`src/rtl/data_fifo_pkg.sv`:
```
// Shared constants and byte type for the data FIFO buffer.
package data_fifo_pkg;

   localparam int unsigned FIFO_DATA_W        = 8;
   localparam int unsigned FIFO_DEFAULT_DEPTH = 16;

   typedef logic [FIFO_DATA_W-1:0] fifo_byte_t;

endpackage : data_fifo_pkg

```
`src/rtl/data_fifo_mem.sv`:
```
// Simple dual-port register array: synchronous write, asynchronous read.
module data_fifo_mem
   import data_fifo_pkg::*;
#(
   parameter int unsigned DEPTH  = FIFO_DEFAULT_DEPTH,
   parameter int unsigned DATA_W = FIFO_DATA_W,
   parameter int unsigned ADDR_W = $clog2(DEPTH)
) (
   input  logic              clk,
   input  logic              we,
   input  logic [ADDR_W-1:0] waddr,
   input  logic [DATA_W-1:0] wdata,
   input  logic [ADDR_W-1:0] raddr,
   output logic [DATA_W-1:0] rdata
);

   logic [DATA_W-1:0] mem [DEPTH];

   // Storage is intentionally not reset.
   always_ff @(posedge clk) begin
      if (we) begin
         mem[waddr] <= wdata;
      end
   end

   assign rdata = mem[raddr];

endmodule : data_fifo_mem

```
`src/rtl/data_fifo_buffer.sv`:
```
// Byte FIFO feeding the data FIFO interface: registered read data, no
// fall-through, sticky overflow on writes dropped while full.
module data_fifo_buffer
   import data_fifo_pkg::*;
#(
   parameter int unsigned DEPTH  = FIFO_DEFAULT_DEPTH,
   parameter int unsigned DATA_W = FIFO_DATA_W
) (
   input  logic                       clk,
   input  logic                       rst,
   input  logic                       wr_en,
   input  logic [DATA_W-1:0]          wr_data,
   input  logic                       fifo_request_data,
   output logic                       fifo_empty,
   output logic [DATA_W-1:0]          fifo_data,
   output logic                       fifo_overflow,
   input  logic                       overflow_clr,
   output logic [$clog2(DEPTH+1)-1:0] fifo_count
);

   localparam int unsigned PTR_W = $clog2(DEPTH);
   localparam int unsigned CNT_W = $clog2(DEPTH + 1);

   logic [PTR_W-1:0]  wr_ptr;
   logic [PTR_W-1:0]  rd_ptr;
   logic [CNT_W-1:0]  count;
   logic [DATA_W-1:0] rd_byte;

   logic full;
   logic rd_acc;
   logic wr_acc;
   logic wr_drop;
   logic mem_we;

   // A full buffer still accepts a write when a read frees a slot this cycle.
   assign full    = (count == CNT_W'(DEPTH));
   assign rd_acc  = fifo_request_data && (count != '0);
   assign wr_acc  = wr_en && (!full || rd_acc);
   assign wr_drop = wr_en && full && !rd_acc;
   assign mem_we  = wr_acc && !rst;

   data_fifo_mem #(
      .DEPTH  (DEPTH),
      .DATA_W (DATA_W),
      .ADDR_W (PTR_W)
   ) u_mem (
      .clk   (clk),
      .we    (mem_we),
      .waddr (wr_ptr),
      .wdata (wr_data),
      .raddr (rd_ptr),
      .rdata (rd_byte)
   );

   // Pointers, occupancy, output register and overflow flag.
   always_ff @(posedge clk) begin
      if (rst) begin
         wr_ptr        <= '0;
         rd_ptr        <= '0;
         count         <= '0;
         fifo_data     <= '0;
         fifo_overflow <= 1'b0;
      end else begin
         if (wr_acc) begin
            wr_ptr <= wr_ptr + PTR_W'(1);
         end
         if (rd_acc) begin
            rd_ptr    <= rd_ptr + PTR_W'(1);
            fifo_data <= rd_byte;
         end
         case ({wr_acc, rd_acc})
            2'b10:   count <= count + CNT_W'(1);
            2'b01:   count <= count - CNT_W'(1);
            default: count <= count;
         endcase
         if (wr_drop) begin
            fifo_overflow <= 1'b1;
         end else if (overflow_clr) begin
            fifo_overflow <= 1'b0;
         end
      end
   end

   assign fifo_empty = (count == '0);
   assign fifo_count = count;

endmodule : data_fifo_buffer

```
`config.mk`:
```
export PLATFORM = sky130hd
export DESIGN_NAME = data_fifo_buffer
export DESIGN_NICKNAME = d
export VERILOG_FILES = /design/src/rtl/data_fifo_pkg.sv /design/src/rtl/data_fifo_mem.sv /design/src/rtl/data_fifo_buffer.sv
export SDC_FILE = /design/constraint.sdc
export NUM_CORES = 1
export LEC_CHECK = 0
export CORE_MARGIN = 4
export CORE_UTILIZATION = 35
export CTS_CLUSTER_SIZE = 20
export DETAILED_ROUTE_END_ITERATION = 7
export PLACE_DENSITY = 0.51
export SYNTH_ARGS = -nofsm -noshare
export SYNTH_HDL_FRONTEND = slang
export SYNTH_SLANG_ARGS = --single-unit
```
`constraint.sdc`:
```
create_clock -name clk -period 3.2 [get_ports clk]
set_input_delay 0.48 -clock clk [delete_from_list [all_inputs] [get_ports clk]]
set_output_delay 0.48 -clock clk [all_outputs]
set_load 0.005 [all_outputs]
```
Word level (Yosys, flattened, before mapping)
Memory sizes are Yosys's and may differ from the RTL's. A register that Yosys moved wholly into a read port is not among the register bits.
Index checks and enable logic that the tools add are counted.
{"block": "word_totals", "reg_bits": 14, "wordCells": 30, "mem_bits_rw": 128, "romBits": 0, "memories": 1, "latchBits": 0}
{"memory": "u_mem.mem", "depth": 16, "word_bits": 8, "rd": 1, "rd_ports_with_merged_regs": 1, "wr": 1, "line_no": "data_fifo_mem.sv:17", "rtl": "logic [DATA_W-1:0] mem [DEPTH];"}
{"block": "op_classes", "shift": 0, "n_mux": 5, "n_reduce_logical": 13, "n_addsub": 4, "order_cmp": 0, "div_mod_pow": 0, "eq_ne": 3, "n_bitwise": 0, "mul": 0}
{"op": "$pmux W5 S2", "count": 1}
{"op": "$add A4 B1 Y4 const B", "count": 2}
{"op": "$add A5 B1 Y5 const B", "count": 1}
{"op": "$eq A5 B5 Y1 const B", "count": 1}
{"op": "$logic_and A1 B1 Y1", "count": 5}
{"op": "$logic_not A5 Y1", "count": 1}
{"op": "$reduce_bool A5 Y1", "count": 1}
{"op": "$sub A5 B1 Y5 const B", "count": 1}
{"op": "$mux W1", "count": 4}
{"op": "$reduce_bool A2 Y1", "count": 2}
{"op": "$logic_not A1 Y1", "count": 3}
{"op": "$eq A2 B1 Y1 const B", "count": 1}
{"op": "$eq A2 B2 Y1 const B", "count": 1}
{"op": "$logic_or A1 B1 Y1", "count": 1}

Logic depth before layout (Yosys ltp)
{"block": "logic_depth", "depth_word": 7, "mapped_depth": 9, "ltp_nobuf": 8}

Cells and area by module
Synthesis repeated with hierarchy kept, for this count alone.
{"block": "unflattened", "hier_cells": 350, "hier_area_um2": 6110.9}
{"module": "data_fifo_mem", "instances": 1, "area_each_um2": 4987.3, "cells_per_inst": 221, "seq_area_each_um2": 3843.7}
{"module": "data_fifo_buffer", "instances": 1, "area_each_um2": 1123.6, "cells_per_inst": 129, "seq_area_each_um2": 440.4}

Worst setup path after synthesis
Ideal clock, no wire load.
{"block": "synth_path", "path_kind": "register -> register", "start": "register count[1] (netlist: fifo_count[1])", "end": "register count[4] (netlist: fifo_count[4])", "slack_ps": 784, "synth_period_minus_slack_ps": 2416, "t_arrival_ps": 2310, "t_required_ps": 3094, "path_buffers": 1, "stages_incl_launch_ff": 10, "cell_sequence": "dfxtp_1 > buf_6 > nor4_1 > a21oi_1 > xor2_1 > ha_1 > a31oi_1 > nor3b_1 > or4_1 > o311ai_0"}
{"block": "synth_between", "elab_chain_len": 6, "word_cells_on_any_way": 12, "classes_between": "add/sub: 2; eq/ne: 3; mux: 1; reduce/logical: 6"}
{"item": "start, declared", "line_no": "data_fifo_buffer.sv:26", "rtl": "logic [CNT_W-1:0] count;"}
{"item": "start signal, assigned", "line_no": "data_fifo_buffer.sv:72", "rtl": "2'b10: count <= count + CNT_W'(1);"}
{"item": "start signal, assigned", "line_no": "data_fifo_buffer.sv:73", "rtl": "2'b01: count <= count - CNT_W'(1);"}
{"item": "start signal, assigned", "line_no": "data_fifo_buffer.sv:74", "rtl": "default: count <= count;"}
{"item": "$eq A5 B5 Y1 or $reduce_bool A5 Y1 (tied branches)", "line_no": "data_fifo_buffer.sv:36, data_fifo_buffer.sv:37"}
{"item": "$logic_not A1 Y1 or $logic_and A1 B1 Y1 (tied branches)", "line_no": "data_fifo_buffer.sv:38, data_fifo_buffer.sv:37"}
{"item": "$logic_or A1 B1 Y1", "line_no": "data_fifo_buffer.sv:38", "rtl": "assign wr_acc = wr_en && (!full || rd_acc);"}
{"item": "$logic_and A1 B1 Y1", "line_no": "data_fifo_buffer.sv:38"}
{"item": "$eq A2 B1 Y1 or $eq A2 B2 Y1 (tied branches)", "line_no": "data_fifo_buffer.sv:71", "rtl": "case ({wr_acc, rd_acc})"}
{"item": "$pmux W5 S2 or $reduce_bool A2 Y1 (tied branches)"}
Parallel ways exist; a longest one is shown, timed or not.
A chain may end at the register's enable or synchronous reset.

Final worst setup path
{"block": "layout_path", "start": "register count[1] (netlist: fifo_count[1])", "end": "output fifo_empty"}
{"block": "layout_between", "elab_chain_len": 1}
{"item": "$logic_not A5 Y1", "line_no": "data_fifo_buffer.sv:84", "rtl": "assign fifo_empty = (count == '0);"}
{"item": "end, declared", "line_no": "data_fifo_buffer.sv:14", "rtl": "output logic fifo_empty,"}
No other way between the ends.

==> run metrics <==
GR Overflow Total=0; min-delay src=rd_ptr[3]; port bufs=27; die area=0.01946 mm²; share of layout cells above drive strength 1=21.70%; Final Hold Vio Count=0; Setup TNS=0 ns; worst reg2reg setup slack=0.71 ns; dominant combinational cell family by area after synthesis=multiplexers; WP data required=2.72 ns; # fillers=1510; clk slew on worst S/H paths=0.06 ns; WS Path Type=register to output pin; n_diodes=0; worst reg2reg endpoint=fifo_count[4]; Vias/cell=5.110; CP endpoint kind=output pin; DP HPWL=7.977 mm; CTS max path bufs=2; Max Slew Vio Count=0; Slew @ Worst Pin=0.9080 ns; post-CTS setup buffers=0; mux contribution to synthesized area=15.47%; Net Count, Synth=356; pin count of the biggest net entering global routing=36; DIE WIDTH=139.5 µm; Achievable Freq=372.3 MHz; R2R Path Start=fifo_count[1]; Initial DRC Count=176; Syn-to-layout area delta=20.04%; Peak VDD IR=415.6 µV; Worst Hold End=rd_ptr[3]; Synth Area in XOR/XNOR=0.7237%; PwrDens=717.3 mW/mm²; TritonCTS Buffers=17; Yosys cell types=44; Simple-Gate Fraction of Synth Area=5.583%; Synth Area in Compound Gates=4.032%; WP data arrival=2.21 ns; Initial Util=36.10%; FF+latch count, synth=150; setup violators final=0; Critical Path Fanout Max=9; CP Launch Type=register; Synth Flop Type=edfxtp_1; hold path cells=2; most frequent cells in the layout=edfxtp_1 (128), mux4_2 (32), nor2_1 (28); CTS root buf=clkbuf_16; top-level I/O count=28; Slew Limit Headroom=39.41%; # rows=47; Total GRT Usage=13.69%; area fraction of the dominant cell type after synthesis=63.52%; Placed Area=0.006691 mm²; final WL=12.56 mm; vias=3173; Final Non-Filler Cells=621; CTS H-tree lvls=4; Die Span Y=139.5 µm; Avg Cell Area, Syn=18.01 µm²; DRC=0; CTS Sinks=150; commonest non-fill, non-tap cell in the layout=edfxtp_1; Clock Skew=0.006366 ns; number of global-route vias before repair=3256; global placement routability congestion=0.7506; outcome=complete, no violations; Final Critical Period=2.686 ns; Async S/R FF share, synth=0%; worst skew pair latency=0.42 ns; final instance area=0.007263 mm²; DP Cell Count=589; WL/cell=20.23 µm; Tot Pwr=5.210 mW; Register-to-Register Path Depth=8; Post-synth EDFFs=128; adder-cell share of the synthesized area=1.447%; # nets final=408; CTS tree=built; Min-Delay Path Class=register to register; drt first pass iters=4; Post-Synthesis Cells=336; CTS Hold Bufs=0; Seq/Total Area, Yosys=70.80%; cell taking the most area after synthesis=edfxtp_1; post_cts resized=0; Mapped Area=0.006051 mm²; core footprint=0.01676 mm²; ANT nets after route=0; Synth warnings=0; final period utilization=83.93%; initial antenna violation count=0; leakage=2.327 nW; MaxCap Viol Count=0; unrepaired setup endpoints after global routing=no; dominant cells by area after synthesis=edfxtp_1 (64%), mux4_2 (12%), dfxtp_1 (7.3%); global-route wire length before repair=19.53 mm
[critical path, cell delays in order, from the launching register on]
cell             delay [ns]
dfxtp_1                0.39
or4_1                  0.73
nor2_1                 0.15
clkdlybuf4s50_1        0.51
[cell type report]
class | count | area [µm²] | share of cell area, %
Inverter | 5 | 18.77 | 0.2584
Timing Repair Buffer | 51 | 462.9 | 6.374
Sequential cell | 150 | 4285 | 59.00
Clock inverter | 12 | 135.1 | 1.860
Multi-Input combinational cell | 163 | 1649 | 22.70
Clock buffer | 20 | 436.7 | 6.012
Tap cell | 220 | 275.3 | 3.790
[routing by layer]
| layer | GRT usage [%] | share of wire (%) |
|---|---|---|
| met3 | 3.190 | 6.1 |
| met2 | 21.70 | 49 |
| met5 | 0 | 0 |
| met4 | 6.179 | 2.1 |
| met1 | 18.03 | 43 |
[Yosys cell counts (2+ instances only)]
master,instances
o211ai_1,2
a21oi_1,7
mux4_2,32
nor2_1,28
or3_1,4
nor3b_1,2
clkbuf_1,8
nor3_1,3
inv_1,4
or4_1,2
buf_6,3
ha_1,7
nand2b_1,3
dfxtp_1,22
xor2_1,4
nor2b_1,3
o21ai_0,3
mux2i_1,20
nand3b_1,4
o21a_1,2
buf_2,4
buf_1,2
nand3_1,8
nand2_1,5
o221ai_1,8
edfxtp_1,128
[sequential cells by signal, summed over array words and instances (netlist names)]
name / cells
rd_ptr: 4
fifo_data: 8
fifo_overflow: 1
fifo_count: 5
wr_ptr: 4
u_mem.mem: 128
[per-stage QoR]
| step | worst slack [ns] | hold WS, ns | utilization (%) |
|---|---|---|---|
| 2_1_floorplan | 0.7840 | 0.4670 | - |
| 3_3_place_gp | 0.4086 | 0.4978 | 39.93 |
| 3_5_place_dp | 0.3416 | 0.4964 | 39.93 |
| 4_1_cts | 0.4724 | 0.5216 | 43.34 |
| 5_1_grt | 0.3828 | 0.5435 | 43.34 |
| 6_report | 0.5142 | 0.5249 | 43.34 |
[report_power, final]
group / leakage [nW] / total, mW / internal, mW / switching (mW)
Clock: 0.274 / 1.94 / 1.21 / 0.731
Combinational: 0.720 / 0.918 / 0.490 / 0.427
Sequential: 1.33 / 2.35 / 2.21 / 0.138
Total: 2.33 / 5.21 / 3.91 / 1.30
[worst max path at each step]
stage	start	endpoint	slack [ns]
CTS	fifo_count[1]	fifo_empty	0.47
global route	fifo_count[1]	fifo_empty	0.38
floorplan	fifo_count[1]	fifo_count[4]	0.78
global placement	fifo_request_data	fifo_count[4]	0.41
finish	fifo_count[1]	fifo_empty	0.51
detailed placement	fifo_request_data	fifo_count[4]	0.34
[logic make-up (layout without fill, tap and decap cells)]
| family | after synthesis | count (layout) |
|---|---|---|
| XOR/XNOR | 5 | 5 |
| flip-flops | 150 | 150 |
| buffers and inverters | 23 | 88 |
| multiplexers | 53 | 53 |
| AND/OR/NAND/NOR | 67 | 67 |
| adder cells (fa/ha/maj) | 7 | 7 |
| AO/OA/AOI/OAI | 31 | 31 |
(Power assumes the default switching activity.)
